**src/rtl/pe_param.sv**
```systemverilog
// Parametrised output-stationary systolic PE: forwards operands right/down,
// multiplies valid pairs through an optional pipeline and accumulates per tile.
module pe_param #(
  parameter int DATA_W   = 16,
  parameter int ACC_W    = 36,
  parameter int PIPE     = 1,
  parameter int SIGNED   = 1,
  parameter int SATURATE = 0
) (
  input  logic              clk,
  input  logic              rst,
  input  logic              en,
  input  logic [DATA_W-1:0] active_left,
  input  logic              left_valid,
  input  logic [DATA_W-1:0] in_weight,
  input  logic              top_valid,
  input  logic              input_done,
  output logic [DATA_W-1:0] active_right,
  output logic              right_valid,
  output logic [DATA_W-1:0] out_weight,
  output logic              bottom_valid,
  output logic              done_right,
  output logic [ACC_W-1:0]  sum,
  output logic              calc_done,
  output logic              overflow
);

  typedef enum logic [1:0] {IDLE, ACCUM, DRAIN} state_e;

  logic                fire_in;
  logic [2*DATA_W-1:0] a_x, b_x, prod;
  logic [ACC_W-1:0]    prod_ext;

  always_comb begin
    fire_in = left_valid && top_valid;
    if (SIGNED != 0) begin
      a_x = {{DATA_W{active_left[DATA_W-1]}}, active_left};
      b_x = {{DATA_W{in_weight[DATA_W-1]}}, in_weight};
    end else begin
      a_x = {{DATA_W{1'b0}}, active_left};
      b_x = {{DATA_W{1'b0}}, in_weight};
    end
    prod = a_x * b_x;
    if (!fire_in)
      prod_ext = '0;
    else if (SIGNED != 0)
      prod_ext = ACC_W'($signed(prod));
    else
      prod_ext = ACC_W'(prod);
  end

  // Entry into the accumulator: either straight from the multiplier or from the last stage.
  logic [ACC_W-1:0] m_prod;
  logic             m_fire, m_last;

  generate
    if (PIPE == 0) begin : g_nopipe
      assign m_prod = prod_ext;
      assign m_fire = fire_in;
      assign m_last = input_done;
    end else begin : g_pipe
      logic [PIPE-1:0][ACC_W-1:0] prod_q, prod_d;
      logic [PIPE-1:0]            fire_q, fire_d, last_q, last_d;

      always_comb begin
        prod_d    = prod_q;
        fire_d    = fire_q;
        last_d    = last_q;
        prod_d[0] = prod_ext;
        fire_d[0] = fire_in;
        last_d[0] = input_done;
        for (int i = 1; i < PIPE; i++) begin
          prod_d[i] = prod_q[i-1];
          fire_d[i] = fire_q[i-1];
          last_d[i] = last_q[i-1];
        end
      end

      always_ff @(posedge clk) begin
        if (rst) begin
          prod_q <= '0;
          fire_q <= '0;
          last_q <= '0;
        end else if (en) begin
          prod_q <= prod_d;
          fire_q <= fire_d;
          last_q <= last_d;
        end
      end

      assign m_prod = prod_q[PIPE-1];
      assign m_fire = fire_q[PIPE-1];
      assign m_last = last_q[PIPE-1];
    end
  endgenerate

  logic [ACC_W-1:0] acc_q, acc_d, sum_q, sum_d, addend, add_res;
  logic             sticky_q, sticky_d, overflow_q, overflow_d, calc_done_q, calc_done_d;
  logic [ACC_W:0]   sum_wide;
  logic             add_ovf;

  // One extra bit exposes signed range overflow or unsigned carry-out.
  always_comb begin
    addend = m_fire ? m_prod : '0;
    if (SIGNED != 0) begin
      sum_wide = {acc_q[ACC_W-1], acc_q} + {addend[ACC_W-1], addend};
      add_ovf  = sum_wide[ACC_W] ^ sum_wide[ACC_W-1];
    end else begin
      sum_wide = {1'b0, acc_q} + {1'b0, addend};
      add_ovf  = sum_wide[ACC_W];
    end
    add_res = sum_wide[ACC_W-1:0];
    if (add_ovf && (SATURATE != 0)) begin
      if (SIGNED == 0)
        add_res = '1;
      else if (sum_wide[ACC_W])
        add_res = {1'b1, {(ACC_W-1){1'b0}}};
      else
        add_res = {1'b0, {(ACC_W-1){1'b1}}};
    end
  end

  always_comb begin
    acc_d       = acc_q;
    sticky_d    = sticky_q;
    sum_d       = sum_q;
    overflow_d  = overflow_q;
    calc_done_d = 1'b0;
    if (m_last) begin
      sum_d       = add_res;
      overflow_d  = sticky_q | add_ovf;
      calc_done_d = 1'b1;
      acc_d       = '0;
      sticky_d    = 1'b0;
    end else if (m_fire) begin
      acc_d    = add_res;
      sticky_d = sticky_q | add_ovf;
    end
  end

  logic [DATA_W-1:0] active_right_q, out_weight_q;
  logic              right_valid_q, bottom_valid_q, done_right_q;

  always_ff @(posedge clk) begin
    if (rst) begin
      acc_q          <= '0;
      sticky_q       <= 1'b0;
      sum_q          <= '0;
      overflow_q     <= 1'b0;
      calc_done_q    <= 1'b0;
      active_right_q <= '0;
      out_weight_q   <= '0;
      right_valid_q  <= 1'b0;
      bottom_valid_q <= 1'b0;
      done_right_q   <= 1'b0;
    end else if (en) begin
      acc_q          <= acc_d;
      sticky_q       <= sticky_d;
      sum_q          <= sum_d;
      overflow_q     <= overflow_d;
      calc_done_q    <= calc_done_d;
      active_right_q <= active_left;
      out_weight_q   <= in_weight;
      right_valid_q  <= left_valid;
      bottom_valid_q <= top_valid;
      done_right_q   <= input_done;
    end
  end

  assign active_right = active_right_q;
  assign out_weight   = out_weight_q;
  assign right_valid  = right_valid_q;
  assign bottom_valid = bottom_valid_q;
  assign done_right   = done_right_q;
  assign sum          = sum_q;
  assign overflow     = overflow_q;
  assign calc_done    = calc_done_q;

  // Status FSM; the datapath never depends on it, ordering comes from the pipeline tags.
  state_e state_q, state_d;
  logic   tile_busy;

  always_ff @(posedge clk) begin
    if (rst)
      state_q <= IDLE;
    else if (en)
      state_q <= state_d;
  end

  always_comb begin
    state_d = state_q;
    case (state_q)
      IDLE:    if (input_done) state_d = DRAIN;
               else if (fire_in) state_d = ACCUM;
      ACCUM:   if (input_done) state_d = DRAIN;
      DRAIN:   if (input_done) state_d = DRAIN;
               else if (m_last) state_d = fire_in ? ACCUM : IDLE;
      default: state_d = IDLE;
    endcase
  end

  always_comb begin
    tile_busy = (state_q != IDLE);
  end

endmodule
```
**config.mk**
```make
export PLATFORM = sky130hd
export DESIGN_NAME = pe_param
export DESIGN_NICKNAME = d
export VERILOG_FILES = /design/src/rtl/pe_param.sv
export SDC_FILE = /design/constraint.sdc
export NUM_CORES = 1
export LEC_CHECK = 0
export ABC_AREA = 1
export CORE_MARGIN = 2
export CORE_UTILIZATION = 55
export CTS_BUF_LIST = sky130_fd_sc_hd__clkbuf_16
export DETAILED_ROUTE_END_ITERATION = 8
export PLACE_DENSITY = 0.82
export SYNTH_ARGS = -nofsm -noshare
export SYNTH_HDL_FRONTEND = slang
export SYNTH_SLANG_ARGS = --single-unit
```
**constraint.sdc**
```tcl
create_clock -name clk -period 10.1 [get_ports clk]
set_input_delay 3.03 -clock clk [delete_from_list [all_inputs] [get_ports clk]]
set_output_delay 3.03 -clock clk [all_outputs]
set_load 0.005 [all_outputs]
```
==> flow_summary.toml, run 1 <==
[drt]
firstDrtPassIters = 6
wirelength_um = 52700
drt_iter0_drc = 1624
detail_route.wl_per_cell_um = 16.90
drc = 0
via_per_inst = 5.353
vias = 16697
antenna_left = 0

[worst_setup_path]
worstPathRequired_ns = 10.38
cp_common_cell = "fa_1"
cpPeakStageDelay_ns = 0.93
worstPathMaxFanout = 17
worst_setup_path_end_kind = "flop"
critPathKind = "in -> reg"
crit_chain = "clkdlybuf4s50_1, nand2_1, inv_1, fa_1, fa_1, fa_1, fa_1, fa_1, inv_1, fa_1, inv_1, ha_1, nand2_1, nor4_1, o21ai_0, nand3_1, nand2_1, nand3_1, a21oi_1"
rr_startpoint = "g_pipe.fire_q"
start_kind = "input port"
arrival_ns = 9.47
path_delay_family = "adder cells"
crit_start = "active_left[15]"
slowest_stage = "clkdlybuf4s50_1"
critPathBufInv = 4

[clock_tree]
numCtsBuffers = 17
clkLatencyLatePin_ns = 0.45
tritoncts = "done"
ctsHoldBuffers = 0
cts_num_sinks = 143
post_cts_resized = 0
cts-root-buf = "clkbuf_16"
ctsHtreeMaxLevel = 4
post_cts_buffers = 0
clockBufferDepth = 2
cts.clk_slew.worst_paths_ns = 0.07

[floorplan]
die_w_um = 187.1
die_y_um = 187.1
dieArea_um2 = 35010
io_pins = 111
rows = 67
fp.coreArea_um2 = 33280
initial_utilization = 0.5542

[synth]
synthTopCellsByArea = "fa_1 (29%), dfxtp_1 (16%), nand2_1 (14%)"
synth.distinct_cells = 43
synthCells = 2616
synth_top_area_share = 0.2855
synthArstFlopShare = 0
ys_seq_elements = 143
yosysMostFrequentCell = "nand2_1"
seq_area_frac_synth = 0.1552
syn_avg_cell_area_um2 = 7.050
ys_top_cells_by_count = "nand2_1 (679), inv_1 (575), fa_1 (263)"
synth_top_area_cell = "fa_1"
synth_top_flop_cell = "dfxtp_1"
netlist_area_um2 = 18440
ys_warn_count = 0
syn_nets = 3035
synth_edf_count = 0

[global_route]
grt_max_degree = 96
gr-total-overflow = 0
grt_use_total = 0.3121
grt_pass1_wl_um = 86280
antenna_found_initial = 2
grt_pass1_vias = 16855

[worst_hold_path]
hold_class = "reg -> reg"
min-delay-start = "right_valid"

[outcome]
outcome = "finished clean"

[finish]
multi_input_area_um2 = 12980
fin_nets = 3076
area_delta_synth_final_pct = 10.85
seqCellArea_um2 = 2863
final_layout_size_suffix_gt1_frac = 0.03784
fill_cells = 2991

[sta]
fin_crit_sh = 0.9100
final_max_slew_viol_count = 0
holdWs_ns = 0.4611
post-route-min-period_ns = 9.191
clock_skew_ns = 0.01517
hold_viol_final = 0
fin_setup_tns_ns = 0
slew_headroom = 0.2611
max_freq_ghz = 0.1088
rsz0062_at_grt = "false"
finalSetupViolCount = 0
worst_pin_slew_ns = 1.104

[placement]
dp_hpwl_um = 42560
port_buffers = 110
place_congestion = 0.9733

[flow_run]
drv_cap = 0
## layout make-up
| type | instances | area share |
|---|---|---|
| Tap cell | 448 | 0.02742 |
| Sequential cell | 143 | 0.1400 |
| Clock inverter | 14 | 0.007589 |
| Clock buffer | 17 | 0.02081 |
| Multi-Input combinational cell | 1780 | 0.6350 |
| Inverter | 582 | 0.1069 |
| Antenna cell | 2 | 0.0002448 |
| Timing Repair Buffer | 133 | 0.06206 |
## kinds of logic after synthesis
| group | count (synthesis) | synth area share |
|---|---|---|
| flops | 143 | 0.1552 |
| buf+inv | 693 | 0.1418 |
| fa+ha+maj | 381 | 0.3655 |
| simple gates | 1088 | 0.2422 |
| xor+xnor | 22 | 0.01045 |
| compound gates | 289 | 0.08480 |
## layout by cell type (no fill, tap or decap), drive strengths merged
| cell type | netlist | routed |
|---|---|---|
| nand2 | 685 | 685 |
| inv | 582 | 588 |
| fa | 263 | 263 |
| nor2 | 251 | 251 |
| a21oi | 146 | 146 |
| dfxtp | 143 | 143 |
| ha | 118 | 118 |
| clkdlybuf4s50 | 0 | 109 |
| o21ai | 102 | 102 |
| nand3 | 85 | 85 |
| buf | 14 | 24 |
| nand4 | 19 | 19 |
| nand3b | 17 | 17 |
| clkbuf | 97 | 17 |
| xor2 | 16 | 16 |
| nor3 | 14 | 14 |
| o21bai | 13 | 13 |
| a21o | 9 | 9 |
| or2 | 9 | 9 |
| xnor2 | 6 | 6 |
| o21a | 5 | 5 |
| o211ai | 5 | 5 |
| and2 | 4 | 4 |
| clkinv | 0 | 4 |
| nor4 | 3 | 3 |
| a21boi | 3 | 3 |
| diode | 0 | 2 |
| a31oi | 2 | 2 |
| bufinv | 0 | 2 |
| clkinvlp | 0 | 2 |
| o31ai | 1 | 1 |
| nor3b | 1 | 1 |
| a2bb2oi | 1 | 1 |
| a32oi | 1 | 1 |
| a211oi | 1 | 1 |
## registers in the layout, summed over array words and instances (netlist names)
name	count
acc_q	36
sum	36
g_pipe.prod_q	32
active_right	16
out_weight	16
bottom_valid	1
calc_done	1
done_right	1
g_pipe.fire_q	1
overflow	1
right_valid	1
sticky_q	1
## worst reg2reg max path: cells and delay by family, from the launching register on
kind                       cells  cell delay (ns)
adders and majority gates      2             0.72
AOI/OAI and AO/OA              1             0.16
DFF                            1             0.78
and+or+nand+nor                9             1.45
buffers and inverters          3             0.55
## metrics by stage
| step | utilization | cells | setup WS, ns | area (um2) |
|---|---|---|---|---|
| after floorplan | - | 2616 | 1.701 | 18440 |
| after global placement | 0.5967 | 3086 | 0.7089 | 19860 |
| after detailed placement | 0.5967 | 3086 | 0.5342 | 19860 |
| after CTS | 0.6141 | 3117 | 0.9814 | 20440 |
| after global routing | 0.6141 | 3117 | 0.5297 | 20440 |
| final | 0.6143 | 3119 | 0.9089 | 20440 |
## per-layer routing
metal	part of all wire	GRT usage	vias up	routed length, um
met5	0	0	-	0
met4	0.023	0.09219	0	1238
met3	0.079	0.04578	107	4137
met2	0.46	0.5020	655	24020
met1	0.44	0.4394	8053	23300
li1	-	-	7882	-
## final timing paths
check             slack, ns  depth (start not counted)           endpoint
setup / recovery       0.91                         19  g_pipe.prod_q[27]
hold / removal         0.46                          2        right_valid
setup reg to reg       6.39                         15            sum[16]
hold reg to reg        0.46                          2        right_valid
Power of run 1 is not shown: default switching activity piles up to over one toggle a cycle in this logic, so the estimate is an artifact.
==> inputs of run 2 (changes only) <==
--- a/config.mk
+++ b/config.mk
@@ -6,6 +6,7 @@
 export NUM_CORES = 1
 export LEC_CHECK = 0
 export ABC_AREA = 1
+export CAP_MARGIN = 20
 export CORE_MARGIN = 2
 export CORE_UTILIZATION = 55
 export CTS_BUF_LIST = sky130_fd_sc_hd__clkbuf_16
==> results of run 2 <==
The final DEF is identical to that of run 1; final timing and power are the same.
Power of run 2 is left out for the same reason.
==> inputs of run 3 (changes only) <==
--- a/config.mk
+++ b/config.mk
@@ -10,6 +10,7 @@
 export CORE_MARGIN = 2
 export CORE_UTILIZATION = 55
 export CTS_BUF_LIST = sky130_fd_sc_hd__clkbuf_16
+export CTS_CLUSTER_DIAMETER = 40
 export DETAILED_ROUTE_END_ITERATION = 8
 export PLACE_DENSITY = 0.82
 export SYNTH_ARGS = -nofsm -noshare
==> results of run 3 <==
The final DEF is identical to that of run 1; final timing and power are the same.
Power of run 3 is left out for the same reason.
